`config.mk`:
```
export PLATFORM = sky130hd
export DESIGN_NAME = decoder_pipe
export DESIGN_NICKNAME = d
export VERILOG_FILES = /design/src/rtl/decoder_pkg.sv /design/src/rtl/decode_core.sv /design/src/rtl/decoder_pipe.sv
export SDC_FILE = /design/constraint.sdc
export NUM_CORES = 1
export LEC_CHECK = 0
export BUFFER_PORTS_ARGS = -buffer_cell sky130_fd_sc_hd__buf_4
export CAP_MARGIN = 20
export CORE_MARGIN = 4
export CORE_UTILIZATION = 55
export CTS_CLUSTER_DIAMETER = 40
export DETAILED_ROUTE_END_ITERATION = 8
export HOLD_SLACK_MARGIN = 0.12
export PLACE_DENSITY = 0.77
export SLEW_MARGIN = 10
export SYNTH_ARGS = -nofsm -noshare
export SYNTH_HDL_FRONTEND = slang
export SYNTH_HIERARCHICAL = 1
export SYNTH_SLANG_ARGS = --single-unit
```
`constraint.sdc`:
```
create_clock -name clk -period 1.7 [get_ports clk]
set_input_delay 0.34 -clock clk [delete_from_list [all_inputs] [get_ports clk]]
set_output_delay 0.34 -clock clk [all_outputs]
set_load 0.02 [all_outputs]
```
`src/rtl/decoder_pkg.sv`:
```
// Shared types and constants for the registered address decoder.
// Decode modes, buffer states and payload width helper.
package decoder_pkg;

  localparam logic DEC_ONEHOT = 1'b0;
  localparam logic DEC_THERM  = 1'b1;

  typedef enum logic [1:0] {
    BUF_EMPTY = 2'd0,
    BUF_ONE   = 2'd1,
    BUF_TWO   = 2'd2
  } buf_state_e;

  // Payload is {F, addr, err}.
  function automatic int payload_w(int aw, int ow);
    return ow + aw + 1;
  endfunction

endpackage

```
`src/rtl/decode_core.sv`:
```
// Combinational (addr, mode) -> {F, err} mapping.
// One compare per output bit; bit 0 optionally hard-zeroed.
module decode_core
  import decoder_pkg::*;
#(
  parameter int ADDR_W    = 3,
  parameter int OUT_W     = 8,
  parameter int MASK_ZERO = 0
) (
  input  logic [ADDR_W-1:0] addr,
  input  logic              mode,
  output logic [OUT_W-1:0]  f,
  output logic              err
);

  // Out-of-range addresses decode to zero in both modes.
  always_comb begin
    f   = '0;
    err = (int'(addr) >= OUT_W);
    for (int j = 0; j < OUT_W; j++) begin
      if (!err) begin
        if (mode == DEC_THERM)
          f[j] = (j <= int'(addr));
        else
          f[j] = (j == int'(addr));
      end
    end
    if (MASK_ZERO != 0)
      f[0] = 1'b0;
  end

endmodule

```
`src/rtl/decoder_pipe.sv`:
```
// Registered decoder with valid/ready handshake and skid buffer.
// M drives the outputs, S absorbs the one request taken during a stall.
module decoder_pipe
  import decoder_pkg::*;
#(
  parameter int ADDR_W    = 3,
  parameter int OUT_W     = 8,
  parameter int MASK_ZERO = 0
) (
  input  logic              clk,
  input  logic              rst,
  input  logic              in_valid,
  output logic              in_ready,
  input  logic [ADDR_W-1:0] in_addr,
  input  logic              in_mode,
  output logic              out_valid,
  input  logic              out_ready,
  output logic [OUT_W-1:0]  out_F,
  output logic [ADDR_W-1:0] out_addr,
  output logic              out_err
);

  localparam int PW = payload_w(ADDR_W, OUT_W);

  logic [OUT_W-1:0] dec_f;
  logic             dec_err;
  logic [PW-1:0]    new_p;
  logic [PW-1:0]    m_d, m_q;
  logic [PW-1:0]    s_d, s_q;
  buf_state_e       state_d, state_q;
  logic             in_ready_d, in_ready_q;
  logic             out_valid_d, out_valid_q;
  logic             in_xfer, out_xfer;

  decode_core #(
    .ADDR_W   (ADDR_W),
    .OUT_W    (OUT_W),
    .MASK_ZERO(MASK_ZERO)
  ) u_core (
    .addr(in_addr),
    .mode(in_mode),
    .f   (dec_f),
    .err (dec_err)
  );

  assign new_p    = {dec_f, in_addr, dec_err};
  assign in_xfer  = in_valid & in_ready_q;
  assign out_xfer = out_valid_q & out_ready;

  // Next state of the two-entry buffer; ready/valid follow state only.
  always_comb begin
    state_d = state_q;
    m_d     = m_q;
    s_d     = s_q;
    unique case (state_q)
      BUF_EMPTY: begin
        if (in_xfer) begin
          m_d     = new_p;
          state_d = BUF_ONE;
        end
      end
      BUF_ONE: begin
        if (in_xfer && out_xfer) begin
          m_d = new_p;
        end else if (in_xfer) begin
          s_d     = new_p;
          state_d = BUF_TWO;
        end else if (out_xfer) begin
          state_d = BUF_EMPTY;
        end
      end
      BUF_TWO: begin
        if (out_xfer) begin
          m_d     = s_q;
          state_d = BUF_ONE;
        end
      end
      default: state_d = BUF_EMPTY;
    endcase
    in_ready_d  = (state_d != BUF_TWO);
    out_valid_d = (state_d != BUF_EMPTY);
  end

  // State, payload registers and registered handshake outputs.
  always_ff @(posedge clk) begin
    if (rst) begin
      state_q     <= BUF_EMPTY;
      m_q         <= '0;
      s_q         <= '0;
      in_ready_q  <= 1'b1;
      out_valid_q <= 1'b0;
    end else begin
      state_q     <= state_d;
      m_q         <= m_d;
      s_q         <= s_d;
      in_ready_q  <= in_ready_d;
      out_valid_q <= out_valid_d;
    end
  end

  assign in_ready  = in_ready_q;
  assign out_valid = out_valid_q;
  assign out_F     = m_q[PW-1 -: OUT_W];
  assign out_addr  = m_q[ADDR_W:1];
  assign out_err   = m_q[0];

endmodule

```
==> flow_summary.json, run 1 <==
{
  "grt_pass1_wl_mm": 5.38,
  "grtUsageTotal_pct": 19.2,
  "place_inst": 193,
  "ys_async_sr_fraction_pct": 0,
  "yosysSeqAreaShare_pct": 36.1,
  "drt_first_iter_violations": 41,
  "post_synth_mux_area_share_pct": 9.34,
  "area_growth_pct": 8.53,
  "fp.dieW_um": 61.2,
  "syn_inst": 152,
  "slew_violations": 0,
  "vias": 1211,
  "finClkSkew_ns": 0.0107,
  "cts.htree.levels": 1,
  "min_from": "out_ready",
  "cts_hold_buffers": 0,
  "avgSynthCellArea_um2": 10.2,
  "setup_ws_ns": 0.0902,
  "fin_area_um2": 1690,
  "tns_ns": 0,
  "cts_resized": 0,
  "gr-total-overflow": 0,
  "fmax_mhz": 621,
  "seqCellArea_um2": 561,
  "diodes": 0,
  "initial_core_util_pct": 56.8,
  "synth_ff_type": "dfxtp_1",
  "antenna_found_initial": 0,
  "cts_root_buf": "clkbuf_4",
  "clockBufferDepth": 2,
  "die_area_um2": 3740,
  "synth_nets": 160,
  "first_pass_iters": 4,
  "rsz0062_at_grt": "false",
  "synth-edff-count": 0,
  "netlist_area_um2": 1550,
  "reg2reg_from": "out_valid",
  "grt_start_max_net_pins": 29,
  "synthAdderAreaFrac_pct": 0,
  "multi_input_area_um2": 833,
  "crit_path_max_fanout": 12,
  "globalplace.congestion": 0.736,
  "rows": 19,
  "clkLatencyLatePin_ns": 0.33,
  "crit_path_start_kind": "register",
  "synth_compound_area_share_pct": 32.6,
  "total_power_mw": 1.54,
  "grt_pass1_vias": 1169,
  "end_kind": "register",
  "finalHoldViolations": 0,
  "cts_tree": "done",
  "slew_headroom_pct": 46.3,
  "hold_depth": 2,
  "yosysUniqueCellTypes": 38,
  "drv_cap": 0,
  "cts.sink_count": 28,
  "r2r_end": "m_q[2]",
  "nets": 175,
  "path_clk_slew_ns": 0.15,
  "status": "complete, no violations",
  "vias_per_cell": 6.18,
  "required_ns": 1.89,
  "finalSetupViolCount": 0,
  "min-delay-path-class": "primary input to register",
  "whs_ns": 0.283,
  "io_pins": 22,
  "drtAntennaViolNets": 0,
  "fill_cells": 238,
  "yosys_warnings": 6,
  "drive_gt1_share_pct": 34.5,
  "synth-simple-area-share_pct": 11.4,
  "p_leak_nw": 0.685,
  "r2r_cells": 3,
  "tightest_slew_ns": 0.806,
  "post-dp-hpwl_mm": 2.33,
  "synthTopCellsByArea": "dfxtp_1 36%, a211oi_2 15%, mux2i_1 8.4%, a21oi_1 4.5%, o21ai_0 4.5%",
  "synth_top_area_cell": "dfxtp_1",
  "wl_per_cell_um": 16.6,
  "die_h_um": 61.2,
  "synth_top_area_share_pct": 36.1,
  "pre_cts_ws_ns": 0.138,
  "post_dp_cell_area_um2": 1660,
  "io_buffers": 21,
  "arrival_ns": 1.80,
  "min_to": "state_q[1]",
  "peakVddDrop_mv": 0.836,
  "fin_cells": 196,
  "crit_type": "register to register",
  "synth_top_family_by_area": "compound AO/OA/AOI/OAI gates",
  "reg2reg_setup_slack_ns": 0.09,
  "finalCritPeriodShare_pct": 94.7,
  "cts_buffers": 3,
  "p_per_area_nw_per_um2": 913,
  "core_um2": 2730,
  "wl_mm": 3.25,
  "synth_xor_area_share_pct": 0,
  "post-route-min-period_ns": 1.61,
  "ys_ff_latch": 28,
  "drc": 0,
  "postCtsSetupBuffers": 0,
  "final_util_pct": 61.7
}
routing by layer:
layer	vias up	track usage (%)	wire length, µm
met1	582	23.0	1430
met4	0	5.88	27
met3	5	5.03	144
li1	592	-	-
met5	-	0	0
met2	32	33.4	1650
synth_stat cells (2+ instances only):
master,count
a21oi_1,14
a211oi_1,5
buf_2,3
nand3_1,12
o21ai_0,14
clkbuf_1,2
a211oi_2,19
mux2i_1,13
nand2_1,6
buf_6,6
buf_12,2
buf_4,3
dfxtp_1,28
worst max-delay path by stage:
stage          startpoint  endpoint  slack [ns]
2_1_floorplan   out_valid    m_q[4]        0.39
3_3_place_gp   state_q[1]    m_q[2]        0.26
3_5_place_dp    out_valid    m_q[2]        0.14
4_1_cts         out_valid    m_q[2]        0.12
5_1_grt         out_valid    m_q[2]        0.02
6_report        out_valid    m_q[2]        0.09
power breakdown:
group	internal, mW	switching [mW]
logic	0.225	0.282
registers	0.717	0.0466
clock network	0.0832	0.185
area by class of cell:
type	count	share of cell area [%]
sequential	28	33.2
timing repair buffer	27	13.5
multi-input combinational	106	49.4
inverter	1	0.223
tap	31	2.30
clock buffer	3	1.34
cells by family after synthesis:
kind of cell,Yosys count
other,1
buffers and inverters,18
AO/OA/AOI/OAI,61
AND/OR/NAND/NOR,30
flip-flops,28
multiplexers,14
state kept, by name, indices dropped and copies added, names as in the netlist:
register / count
out_valid: 1
state_q: 2
in_ready: 1
m_q: 12
s_q: 12
critical path: stages (launching register included):
cell,delay (ns)
dfxtp_1,0.52
nand2_1,0.16
o22ai_2,0.62
a211oi_1,0.17
cell usage in the layout (no fill, tap or decap), types with 2 or more instances in the layout:
master / netlist / layout
o21ai_0: 14 / 14
nand2_1: 6 / 6
mux2i_1: 13 / 13
buf_4: 3 / 25
a211oi_2: 19 / 19
buf_12: 2 / 2
nand3_1: 12 / 12
a211oi_1: 5 / 5
clkbuf_4: 0 / 3
a21oi_1: 14 / 14
dfxtp_1: 28 / 28
(Power assumes the default switching activity.)
==> run 2, diff against run 1 <==
--- a/config.mk
+++ b/config.mk
@@ -7,7 +7,6 @@
 export LEC_CHECK = 0
 export BUFFER_PORTS_ARGS = -buffer_cell sky130_fd_sc_hd__buf_4
 export CAP_MARGIN = 20
-export CORE_MARGIN = 4
 export CORE_UTILIZATION = 55
 export CTS_CLUSTER_DIAMETER = 40
 export DETAILED_ROUTE_END_ITERATION = 8
==> run 2 against run 1 <==
Compared with the run above:
- register-to-register slack gained 0.07 ns
- flip-flop and latch count is the same
- count of clock-buffer cells in the layout is the same
- worst setup slack gained 0.069 ns
- highest routed layer unchanged
- clock power shrank 1%
- critical path type unchanged
- sequential power is essentially flat
- clock skew grew 0.0015 ns
- non-clock buffer count grew 1
- largest power group unchanged
- die area shrank 19%
==> flow_summary.json, run 2 (same netlist as run 1, synthesis figures left out) <==
{
  "cts_buffers": 3,
  "fp.dieW_um": 55.2,
  "diodes": 0,
  "drive_gt1_share_pct": 34.9,
  "r2r_cells": 3,
  "required_ns": 1.88,
  "grt_pass1_vias": 1073,
  "cp_slowest_stage_delay_ns": 0.64,
  "slew_violations": 0,
  "status": "complete, no violations",
  "min-delay-path-class": "primary input to register",
  "place_inst": 193,
  "end_kind": "register",
  "fmax_mhz": 649,
  "cts_hold_buffers": 0,
  "crit_path_max_fanout": 12,
  "slew_headroom_pct": 49.7,
  "cts_root_buf": "clkbuf_4",
  "initial_core_util_pct": 60.5,
  "drtAntennaViolNets": 0,
  "total_power_mw": 1.52,
  "tightest_slew_ns": 0.754,
  "p_per_area_nw_per_um2": 912,
  "postCtsSetupBuffers": 0,
  "peakVddDrop_mv": 0.965,
  "fin_cells": 196,
  "die_area_um2": 3040,
  "nets": 176,
  "clkLatencyLatePin_ns": 0.32,
  "io_pins": 22,
  "vias": 1193,
  "first_pass_iters": 4,
  "finClkSkew_ns": 0.0122,
  "antenna_found_initial": 0,
  "cts.sink_count": 28,
  "core_um2": 2570,
  "area_growth_pct": 7.33,
  "rows": 18,
  "gr-total-overflow": 0,
  "crit_path_start_kind": "register",
  "globalplace.congestion": 0.749,
  "cp-startpoint": "out_valid",
  "io_buffers": 21,
  "crit_end": "m_q[0]",
  "crit_type": "register to register",
  "drc": 0,
  "wl_mm": 3.18,
  "post-dp-hpwl_mm": 2.19,
  "grt_start_max_net_pins": 29,
  "final_cell_mix": "28 x dfxtp_1, 28 x buf_4, 19 x a211oi_2",
  "p_leak_nw": 0.680,
  "drv_cap": 0,
  "largestRegisters": "m_q (12), s_q (12), state_q (2)",
  "reg2reg_setup_slack_ns": 0.16,
  "min_from": "out_ready",
  "r2r_end": "m_q[0]",
  "path_clk_slew_ns": 0.14,
  "die_h_um": 55.2,
  "grt_pass1_wl_mm": 4.92,
  "rsz0062_at_grt": "false",
  "worstPathCellList": "a21boi_4 > o22ai_2 > a211oi_2",
  "finalHoldViolations": 0,
  "drt_first_iter_violations": 21,
  "cts_tree": "done",
  "finalSetupViolCount": 0,
  "reg2reg_from": "out_valid",
  "cts_resized": 0,
  "cts.htree.levels": 1,
  "vias_per_cell": 6.09,
  "finalCritPeriodShare_pct": 90.6,
  "slowest_stage": "o22ai_2",
  "arrival_ns": 1.72,
  "grtUsageTotal_pct": 22.7,
  "wl_per_cell_um": 16.2,
  "clockBufferDepth": 2,
  "post-route-min-period_ns": 1.54,
  "tns_ns": 0
}
[run 2: cell types whose count changed in the layout (fill, tap and decap cells not counted)]
cell and delta:
buf_12 -2, buf_4 +3
[run 2: worst min path at each step]
stage,to,cells after the start
after floorplan,state_q[1],1
after global placement,s_q[6],2
after detailed placement,s_q[1],2
after CTS,state_q[1],2
after global routing,state_q[1],2
final,state_q[1],2
[run 2: worst max-delay path, delay by kind of cell (launching register included)]
| family | cells | cell delay, ns |
|---|---|---|
| compound gates | 3 | 0.89 |
| flops | 1 | 0.51 |
[run 2: area by class of cell]
cell class | count | area (µm²)
well taps | 30 | 37.5
flip-flops and latches | 28 | 561
inverters | 1 | 3.75
multi-input cells | 106 | 833
fillers | 233 | 900
clock buffers | 3 | 22.5
repair buffers | 28 | 210
[run 2: per-layer routing]
metal  wire, µm  track usage [%]  part of all wire (%)
met4         10             2.92                  0.31
met1       1450             27.8                    46
met5          0                0                     0
met3        137             6.28                   4.3
met2       1580             40.4                    50
[run 2: power by group]
group | internal, mW | leakage [nW] | switching [mW]
sequential | 0.717 | 0.230 | 0.0470
clock | 0.0831 | 0.0138 | 0.182
combinational | 0.213 | 0.436 | 0.278
[run 2: through the flow]
step           cell area (µm²)  util (%)  hold slack (ns)  worst slack [ns]
6_report                  1670      65.0            0.274             0.159
5_1_grt                   1670      65.0            0.261            0.0459
4_1_cts                   1670      65.0            0.273             0.163
3_5_place_dp              1650      64.1            0.468             0.178
3_3_place_gp              1650      64.1            0.460             0.241
2_1_floorplan             1550         -            0.452             0.393
==> run 3, diff against run 2 <==
--- a/config.mk
+++ b/config.mk
@@ -5,13 +5,14 @@
 export SDC_FILE = /design/constraint.sdc
 export NUM_CORES = 1
 export LEC_CHECK = 0
+export ABC_AREA = 1
 export BUFFER_PORTS_ARGS = -buffer_cell sky130_fd_sc_hd__buf_4
 export CAP_MARGIN = 20
 export CORE_UTILIZATION = 55
 export CTS_CLUSTER_DIAMETER = 40
 export DETAILED_ROUTE_END_ITERATION = 8
 export HOLD_SLACK_MARGIN = 0.12
-export PLACE_DENSITY = 0.77
+export PLACE_DENSITY = 0.78
 export SLEW_MARGIN = 10
 export SYNTH_ARGS = -nofsm -noshare
 export SYNTH_HDL_FRONTEND = slang
==> run 3 against run 2 <==
Compared with the run above:
- synthesized cell count up 51%
- sequential share of layout area up 2.0 points
- first-iteration DRC count up 52%
- largest cell class unchanged
==> flow_summary.json, run 3 <==
{
  "nets": 257,
  "area_growth_pct": 12.5,
  "path_clk_slew_ns": 0.14,
  "wl_mm": 2.49,
  "rows": 17,
  "post-route-min-period_ns": 1.38,
  "total_power_mw": 1.57,
  "drc": 0,
  "drtAntennaViolNets": 0,
  "synth_top_area_cell": "dfxtp_1",
  "clkLatencyLatePin_ns": 0.31,
  "grt_pass1_wl_mm": 4.45,
  "drive_gt1_share_pct": 14.1,
  "postCtsSetupBuffers": 0,
  "peakVddDrop_mv": 0.671,
  "yosysSeqAreaShare_pct": 40.1,
  "worstPathCellList": "nand2_1 > o21ai_1 > nand3_2 > nor2_1 > nor2_1",
  "finalSetupViolCount": 0,
  "required_ns": 1.93,
  "cp_slowest_stage_delay_ns": 0.40,
  "cts_tree": "done",
  "synth_nets": 238,
  "largestRegisters": "m_q (12), s_q (12), state_q (2)",
  "slew_violations": 0,
  "vias": 1280,
  "clockBufferDepth": 2,
  "yosys_warnings": 6,
  "status": "complete, no violations",
  "tns_ns": 0,
  "min_from": "rst",
  "p_clk_share_pct": 19.7,
  "synth_top_area_share_pct": 40.1,
  "fin_area_um2": 1570,
  "wl_per_cell_um": 9.03,
  "globalplace.congestion": 0.774,
  "antenna_found_initial": 0,
  "initial_core_util_pct": 60.9,
  "finalHoldViolations": 0,
  "ys_async_sr_fraction_pct": 0,
  "die_h_um": 52.4,
  "fp.dieW_um": 52.4,
  "yosysUniqueCellTypes": 18,
  "fill_cells": 215,
  "min-delay-path-class": "primary input to register",
  "syn_inst": 230,
  "die_area_um2": 2750,
  "cts_buffers": 3,
  "p_int_mw": 1.05,
  "cts_hold_buffers": 0,
  "p_per_area_nw_per_um2": 995,
  "crit_type": "register to register",
  "arrival_ns": 1.61,
  "grtUsageTotal_pct": 21.6,
  "first_pass_iters": 4,
  "fmax_mhz": 722,
  "rsz0062_at_grt": "false",
  "avgSynthCellArea_um2": 6.08,
  "slowest_stage": "nand3_2",
  "end_kind": "register",
  "synth.most_common_cell": "nand2_1",
  "core_um2": 2300,
  "p_comb_share_pct": 30.3,
  "diodes": 0,
  "ys_ff_latch": 28,
  "finalCritPeriodShare_pct": 81.5,
  "cts_root_buf": "clkbuf_4",
  "cts.sink_count": 28,
  "synth_ff_type": "dfxtp_1",
  "crit_path_start_kind": "register",
  "p_seq_share_pct": 50.1,
  "synthTopCellsByArea": "dfxtp_1 40%, nand2_1 20%, nor2_1 15%, inv_1 8.3%, o21ai_1 5.4%",
  "drv_cap": 0,
  "grt_pass1_vias": 1081,
  "grt_start_max_net_pins": 26,
  "vias_per_cell": 4.64,
  "layout_commonest_cell": "nand2_1",
  "cp_common_cell": "nor2_1",
  "finClkSkew_ns": 0.00669,
  "met1Wirelength_mm": 1.30,
  "highest_layer": "met4",
  "reg2reg_from": "out_valid",
  "io_buffers": 21,
  "post-dp-hpwl_mm": 1.87,
  "p_sw_share_pct": 32.8,
  "synth-edff-count": 0,
  "cts_resized": 0,
  "gr-total-overflow": 0,
  "post_dp_cell_area_um2": 1540,
  "synthTopCellsByCount": "76 x nand2_1, 57 x nor2_1, 31 x inv_1",
  "crit_path_max_fanout": 24,
  "dr_wl_met3_um": 64,
  "netlist_area_um2": 1400,
  "cp-startpoint": "out_valid",
  "cts.htree.levels": 1,
  "power.switching_mw": 0.514,
  "p_leak_nw": 0.828,
  "io_pins": 22,
  "final_cell_mix": "76 x nand2_1, 57 x nor2_1, 31 x inv_1",
  "drt_first_iter_violations": 32,
  "final_util_pct": 68.5,
  "wl_met2_mm": 1.12
}
run 3: cell count changes after synthesis, sizes merged, moves of 7 or more:
cell / before / now
a211oi: 24 / 0
a21oi: 15 / 2
inv: 1 / 35
buf: 15 / 8
nor2: 2 / 58
mux2i: 13 / 0
nand3: 12 / 3
nand2: 6 / 78
run 3: cell type report:
| type | count | area [µm²] | share of cell area, % |
|---|---|---|---|
| well taps | 28 | 35.0 | 2.23 |
| multi-input cells | 158 | 638 | 40.5 |
| repair buffers | 23 | 173 | 11.0 |
| inverters | 35 | 131 | 8.35 |
| flip-flops and latches | 28 | 561 | 35.6 |
| clock buffers | 4 | 36.3 | 2.31 |
run 3: final timing paths:
kind,end,slack [ns],cells after the start
hold / removal,m_q[9],0.31,4
setup / recovery,m_q[10],0.32,5
hold reg to reg,s_q[8],0.49,2
setup reg to reg,m_q[10],0.32,5
run 3: metal layers:
metal / track usage, % / vias up
met1: 28.3 / 550
met5: 0 / -
met2: 36.1 / 18
met4: 6.58 / 0
li1: - / 710
met3: 3.48 / 2
run 3: critical path: cells and delay by family, from the launching register on:
family,cells,cell delay [ns]
compound gates,1,0.13
simple gates,4,0.80
flops,1,0.37
run 3: per-stage QoR:
| step | worst slack [ns] | hold slack [ns] | std cells |
|---|---|---|---|
| 2_1_floorplan | 0.455 | 0.455 | 230 |
| 3_3_place_gp | 0.340 | 0.462 | 272 |
| 3_5_place_dp | 0.259 | 0.476 | 272 |
| 4_1_cts | 0.323 | 0.303 | 276 |
| 5_1_grt | 0.163 | 0.299 | 276 |
| 6_report | 0.315 | 0.314 | 276 |
run 3: power by group through the flow:
stage	registers [mW]	logic (mW)	clock network, mW
2_1_floorplan	0.859	0.288	0
3_3_place_gp	0.796	0.462	0
3_5_place_dp	0.801	0.475	0
4_1_cts	0.785	0.477	0.329
5_1_grt	0.795	0.546	0.348
6_report	0.784	0.474	0.308
run 3: logic make-up (layout without fill, tap and decap cells):
kind of cell / count (synthesis) / after routing / share of synthesized area (%)
AOI/OAI and AO/OA: 17 / 17 / 6.08
buffers and inverters: 44 / 62 / 14.3
DFF: 28 / 28 / 40.1
other: 1 / 1 / 0.268
and+or+nand+nor: 140 / 140 / 39.3
